<file path="config.mk">
export PLATFORM = sky130hd
export DESIGN_NAME = cnn_layer_engine
export DESIGN_NICKNAME = d
export VERILOG_FILES = /design/src/rtl/cnn_layer_engine.sv
export SDC_FILE = /design/constraint.sdc
export NUM_CORES = 2
export LEC_CHECK = 0
export CORE_AREA = 2 2 492 494
export DETAILED_ROUTE_END_ITERATION = 16
export DIE_AREA = 0 0 494 496
export PLACE_DENSITY = 0.58
export SLEW_MARGIN = 10
export SYNTH_ARGS = -nofsm -noshare
export SYNTH_HDL_FRONTEND = slang
export SYNTH_SLANG_ARGS = --single-unit
</file>
<file path="constraint.sdc">
create_clock -name clk -period 32.9 [get_ports clk]
set_clock_uncertainty 0.1 [all_clocks]
set_input_delay 6.58 -clock clk [delete_from_list [all_inputs] [get_ports clk]]
set_output_delay 6.58 -clock clk [all_outputs]
set_load 0.01 [all_outputs]
</file>
<file path="src/rtl/cnn_layer_engine.sv">
// cnn_layer_engine
// Runs one complete CNN layer per start/done handshake:
//   multi-channel KxK convolution + bias -> requantisation (ReLU or
//   linear zero-point) -> POOL_SIZE x POOL_SIZE max/average pooling.
// One MAC window is time-shared: CONV evaluates one channel window per
// cycle, POOL produces one output pixel per cycle.
//
// Ports:
//   clk        rising-edge clock
//   reset      asynchronous, active-low reset
//   start      layer start request, sampled only in IDLE
//   relu_en    1 = ReLU requant, 0 = linear requant with zero-point 2^(DW-1)
//   pool_mode  0 = max pooling, 1 = average pooling
//   out_shift  arithmetic right shift applied before clamping
//   bias       signed bias added once per conv output pixel
//   ifmap      unsigned input maps [IN_CH][IFMAP_SIZE][IFMAP_SIZE]
//   weights    signed kernels [IN_CH][KERNEL_SIZE][KERNEL_SIZE]
//   ofmap      unsigned pooled output [POOL_OUT][POOL_OUT], registered
//   busy       high in CONV, POOL and DONE
//   done       one-cycle pulse once ofmap is complete
module cnn_layer_engine #(
  parameter int DATA_WIDTH  = 8,
  parameter int IFMAP_SIZE  = 8,
  parameter int KERNEL_SIZE = 3,
  parameter int IN_CH       = 2,
  parameter int POOL_SIZE   = 2,
  parameter int ACC_WIDTH   = 24,
  localparam int CONV_SIZE  = IFMAP_SIZE - KERNEL_SIZE + 1,
  localparam int POOL_OUT   = CONV_SIZE / POOL_SIZE,
  localparam int SHIFT_W    = $clog2(ACC_WIDTH)
) (
  input  logic                                                             clk,
  input  logic                                                             reset,
  input  logic                                                             start,
  input  logic                                                             relu_en,
  input  logic                                                             pool_mode,
  input  logic [SHIFT_W-1:0]                                               out_shift,
  input  logic signed [ACC_WIDTH-1:0]                                      bias,
  input  logic [IN_CH-1:0][IFMAP_SIZE-1:0][IFMAP_SIZE-1:0][DATA_WIDTH-1:0]   ifmap,
  input  logic [IN_CH-1:0][KERNEL_SIZE-1:0][KERNEL_SIZE-1:0][DATA_WIDTH-1:0] weights,
  output logic [POOL_OUT-1:0][POOL_OUT-1:0][DATA_WIDTH-1:0]                  ofmap,
  output logic                                                             busy,
  output logic                                                             done
);

  localparam int CH_W  = (IN_CH > 1) ? $clog2(IN_CH) : 1;
  localparam int CS_W  = (CONV_SIZE > 1) ? $clog2(CONV_SIZE) : 1;
  localparam int PO_W  = (POOL_OUT > 1) ? $clog2(POOL_OUT) : 1;
  localparam int IF_W  = (IFMAP_SIZE > 1) ? $clog2(IFMAP_SIZE) : 1;
  localparam int SUM_W = DATA_WIDTH + $clog2(POOL_SIZE * POOL_SIZE);
  localparam int PROD_W = 2 * DATA_WIDTH + 1;

  localparam logic signed [ACC_WIDTH:0] ZERO_POINT = (ACC_WIDTH+1)'(2 ** (DATA_WIDTH - 1));
  localparam logic signed [ACC_WIDTH:0] MAX_OUT    = (ACC_WIDTH+1)'(2 ** DATA_WIDTH - 1);

  if (CONV_SIZE % POOL_SIZE != 0) begin : g_bad_pool
    $error("cnn_layer_engine: CONV_SIZE must be divisible by POOL_SIZE");
  end

  typedef enum logic [1:0] {IDLE, CONV, POOL, DONE} state_t;

  state_t state, state_next;

  logic [CH_W-1:0]                                          ch;
  logic [CS_W-1:0]                                          row, col;
  logic [PO_W-1:0]                                          pr, pc;
  logic signed [ACC_WIDTH-1:0]                              acc;
  logic [CONV_SIZE-1:0][CONV_SIZE-1:0][DATA_WIDTH-1:0]      conv_buf;

  logic signed [ACC_WIDTH-1:0] win_sum, acc_next, shifted;
  logic signed [ACC_WIDTH:0]   ext;
  logic [DATA_WIDTH-1:0]       conv_val, pool_val, pool_max;
  logic [SUM_W-1:0]            pool_sum;

  logic conv_last, pool_last;

  assign conv_last = (ch == CH_W'(IN_CH - 1)) && (col == CS_W'(CONV_SIZE - 1)) &&
                     (row == CS_W'(CONV_SIZE - 1));
  assign pool_last = (pc == PO_W'(POOL_OUT - 1)) && (pr == PO_W'(POOL_OUT - 1));

  // One channel's KxK window; the accumulator seeds from bias on channel 0
  always_comb begin : p_mac
    logic [IF_W-1:0]          pix_r, pix_c;
    logic signed [PROD_W-1:0] prod;
    win_sum = '0;
    pix_r   = '0;
    pix_c   = '0;
    prod    = '0;
    for (int i = 0; i < KERNEL_SIZE; i++) begin
      for (int j = 0; j < KERNEL_SIZE; j++) begin
        pix_r   = IF_W'(row) + IF_W'(i);
        pix_c   = IF_W'(col) + IF_W'(j);
        prod    = $signed({1'b0, ifmap[ch][pix_r][pix_c]}) * $signed(weights[ch][i][j]);
        win_sum = win_sum + ACC_WIDTH'(prod);
      end
    end
    acc_next = ((ch == '0) ? bias : acc) + win_sum;
  end

  // Requantisation: shift, optional zero-point offset, clamp to [0, 2^DW-1]
  always_comb begin : p_requant
    shifted = acc_next >>> out_shift;
    ext     = (ACC_WIDTH+1)'(shifted);
    if (!relu_en) ext = ext + ZERO_POINT;
    if (ext[ACC_WIDTH])     conv_val = '0;
    else if (ext > MAX_OUT) conv_val = '1;
    else                    conv_val = ext[DATA_WIDTH-1:0];
  end

  // Pooling window at (pr, pc) of the conv buffer
  always_comb begin : p_pool
    logic [CS_W-1:0] r, c;
    pool_max = '0;
    pool_sum = '0;
    r = '0;
    c = '0;
    for (int i = 0; i < POOL_SIZE; i++) begin
      for (int j = 0; j < POOL_SIZE; j++) begin
        r = CS_W'(int'(pr) * POOL_SIZE + i);
        c = CS_W'(int'(pc) * POOL_SIZE + j);
        pool_sum = pool_sum + SUM_W'(conv_buf[r][c]);
        if (conv_buf[r][c] > pool_max) pool_max = conv_buf[r][c];
      end
    end
    pool_val = pool_mode ? DATA_WIDTH'(pool_sum / SUM_W'(POOL_SIZE * POOL_SIZE)) : pool_max;
  end

  // State register
  always_ff @(posedge clk or negedge reset) begin
    if (!reset) state <= IDLE;
    else        state <= state_next;
  end

  // Next-state logic
  always_comb begin
    state_next = state;
    case (state)
      IDLE:    if (start) state_next = CONV;
      CONV:    if (conv_last) state_next = POOL;
      POOL:    if (pool_last) state_next = DONE;
      DONE:    state_next = IDLE;
      default: state_next = IDLE;
    endcase
  end

  // Output decode
  always_comb begin
    busy = (state != IDLE);
    done = (state == DONE);
  end

  // Datapath: channel-innermost conv sweep, then raster pooling sweep
  always_ff @(posedge clk or negedge reset) begin
    if (!reset) begin
      ch       <= '0;
      row      <= '0;
      col      <= '0;
      pr       <= '0;
      pc       <= '0;
      acc      <= '0;
      conv_buf <= '0;
      ofmap    <= '0;
    end else begin
      case (state)
        IDLE: begin
          if (start) begin
            ch  <= '0;
            row <= '0;
            col <= '0;
            pr  <= '0;
            pc  <= '0;
            acc <= '0;
          end
        end
        CONV: begin
          acc <= acc_next;
          if (ch == CH_W'(IN_CH - 1)) begin
            conv_buf[row][col] <= conv_val;
            ch <= '0;
            if (col == CS_W'(CONV_SIZE - 1)) begin
              col <= '0;
              row <= (row == CS_W'(CONV_SIZE - 1)) ? '0 : row + CS_W'(1);
            end else begin
              col <= col + CS_W'(1);
            end
          end else begin
            ch <= ch + CH_W'(1);
          end
        end
        POOL: begin
          ofmap[pr][pc] <= pool_val;
          if (pc == PO_W'(POOL_OUT - 1)) begin
            pc <= '0;
            pr <= (pr == PO_W'(POOL_OUT - 1)) ? '0 : pr + PO_W'(1);
          end else begin
            pc <= pc + PO_W'(1);
          end
        end
        default: ;
      endcase
    end
  end

endmodule

</file>
==> results.md <==
* Status: finished, final reports clean
* Starting density of the core at 27.0%
* FMAX at 45.1 MHz
* Largest area contributor in the netlist: mux4_2
* I/O Buffers at 1275
* DIE WIDTH at 494 µm
* Fin util at 34.6%
* Tot GR Track Use at 33.5%
* Dpl cells at 9798
* Worst setup EP type: flop
* Top routing layer in use: met5
* Largest net degree at the start of global routing at 182
* Synth-to-layout area growth at 28.3%
* CP Launch Point: ifmap[457]
* Top-count cell post-synth: mux4_2
* Non-Filler Instances at 10100
* Total detailed-routing wirelength at 423000 µm
* CTS Hold Buffers Added at 0
* Post-DP HPWL at 369000 µm
* Final period util at 67.4%
* Total CTS buffers at 40
* Initial antenna violation count at 384
* Pre-antenna DRT Iters at 7
* Final Hold Vio Count at 0
* Root Driver: clkbuf_16
* Critical Path Most Common Cell: fa_1
* Post-synthesis xor/xnor area fraction at 0.575%
* Hold Crit Class: reg -> reg
* Met1 wire length at 148000 µm
* Die area at 0.245 mm²
* NumNets Final at 8841
* TNS Setup at 0 ns
* Slew Limit Fails at 0
* CTS tree: yes
* Max FO, Critical Path at 36
* Relative slew slack at 13.6%
* Synth Cell Area at 0.0647 mm²
* Synth Flop Type: dfrtp_1
* Crit path launch type: input pin
* Rows at 180
* #FFs+latches synth at 397
* Setup repair bufs after CTS at 0
* CP arrival at 22.55 ns
* Grt ovf at 0
* Post_cts resized at 0
* Mapped Cells at 5595
* Clk sinks at 397
* Worst skew pair latency at 0.60 ns
* Simple-gate share of the synthesized area at 7.87%
* Crit path largest cell delay at 0.82 ns
* Max Cap Viol at 0
* Worst slew pin tran at 1.26 ns
* Met2 WL at 181000 µm
* Hold Startpoint: acc[0]
* Die Height at 496 µm
* Synth cell count leaders: mux4_2 (799), inv_1 (655), fa_1 (617), nand2_1 (473), dfrtp_1 (397)
* Tmin final at 22.17 ns
* Fillers at 24100
* # DRC at 0
* Largest family of logic cells by synthesized area: multiplexers
* Syn_area_per_cell at 11.6 µm²
* Clock-pin slew on the worst setup and hold paths at 0.06 ns
* CP max stage cell: mux2i_2
* Synth top area share at 27.8%
* Largest cells by area after synthesis: mux4_2 (28%), fa_1 (19%), dfrtp_1 (15%)
* Core area at 0.240 mm²
* # IOs at 1276
* FF-to-FF Start: ch
* Final setup fails at 0
* GP Congestion at 1.11
* Mux cell area share after synthesis at 34.8%
* RSZ-0062 raised after global routing: no
* Post-synthesis adder-cell area fraction at 26.2%
* Met3 WL post-DR at 56600 µm
* Compound-gate portion of the synthesized area at 9.38%
* Vias in the first global route at 58400
* Max clock buf depth at 3
* Iteration-0 DRC Markers at 7306
* Layout cell share with drive strength beyond 1 at 18.7%
* Worst setup path class: in -> reg
* Yosys cell types at 97
* DR vias at 60000
* WL per Instance at 41.7 µm
* Syn Nets at 7781
* Max H-tree Level at 2
* Share of the yosys chip area belonging to registers at 15.4%
* Share of flip-flops with an asynchronous set or reset at 100%
* Hold WS at 0.378 ns
* Routed vias/inst at 5.92
* First-pass GRT wire length at 548000 µm
* Number of synthesized flops with an enable pin at 0
* Req. time, crit path at 33.28 ns
* ANT nets after route at 0
* Yosys warnings at 0
==> path summary, 6_finish.rpt <==
path | endpoint | slack [ns] | depth (start not counted)
max in group asynchronous | row[2] | 24.39 | 3
min in group asynchronous | conv_buf[210] | 5.98 | 1
hold / removal | acc[0] | 0.38 | 2
hold reg to reg | acc[0] | 0.38 | 2
setup reg to reg | conv_buf[283] | 12.72 | 42
setup / recovery | conv_buf[283] | 10.73 | 37
==> placed cells by master (no fill, tap or decap), drive strengths merged, types with 22 or more instances in the layout <==
cell	count
a211oi	24
and2	88
fa	617
a22o	298
mux2i	210
nand2b	37
xnor2	22
or2	28
mux4	799
clkbuf	52
nor2b	38
inv	661
nand2	473
diode	277
ha	367
clkdlybuf4s50	1273
a21oi	108
nor3	23
o21ai	158
buf	84
dfrtp	397
nand3	28
mux2	210
nor2	373
o211ai	48
a21o	25
o22ai	40
==> layout make-up <==
type                            instances  area, µm²  area share [%]
Timing Repair Buffer                 1357      13400            16.2
Multi-Input combinational cell       4200      51100            61.6
Antenna cell                          277        693           0.835
Clock inverter                         18        272           0.327
Inverter                              659       2480            2.99
Clock buffer                           52       1100            1.32
Tap cell                             3185       3990            4.80
Sequential cell                       397       9960            12.0
==> per-stage QoR <==
step / instance area (µm²) / worst slack [ns]
3_5_place_dp: 80900 / 10.43
6_report: 83000 / 10.73
3_3_place_gp: 80900 / 10.49
2_1_floorplan: 64700 / 14.05
5_1_grt: 82700 / 10.44
4_1_cts: 82300 / 10.99
==> worst max-delay path, delay by kind of cell <==
kind / cells / cell delay, ns
AOI/OAI and AO/OA: 12 / 4.33
and+or+nand+nor: 5 / 2.20
buffers and inverters: 4 / 1.11
adders and majority gates: 12 / 5.67
muxes: 4 / 2.59
==> routing by layer <==
layer  vias up  GRT usage (%)
li1      23100              -
met4       164           25.2
met2      4511           48.6
met3      1125           16.2
met5         -           4.03
met1     31100           37.7
==> flip-flops by register name (all words and copies together), names as in the netlist <==
register  count
acc          24
ch            1
col           3
conv_buf    288
ofmap        72
pc            2
pr            2
row           3
state         2
==> cell families after synthesis <==
group	after synthesis
compound gates	826
flops	397
simple gates	1134
fa+ha+maj	984
xor+xnor	37
mux	1219
buf+inv	998
Power is left out: the tool's default activity adds up to more than one toggle a clock period on the data nets, which glitch-free logic cannot reach.
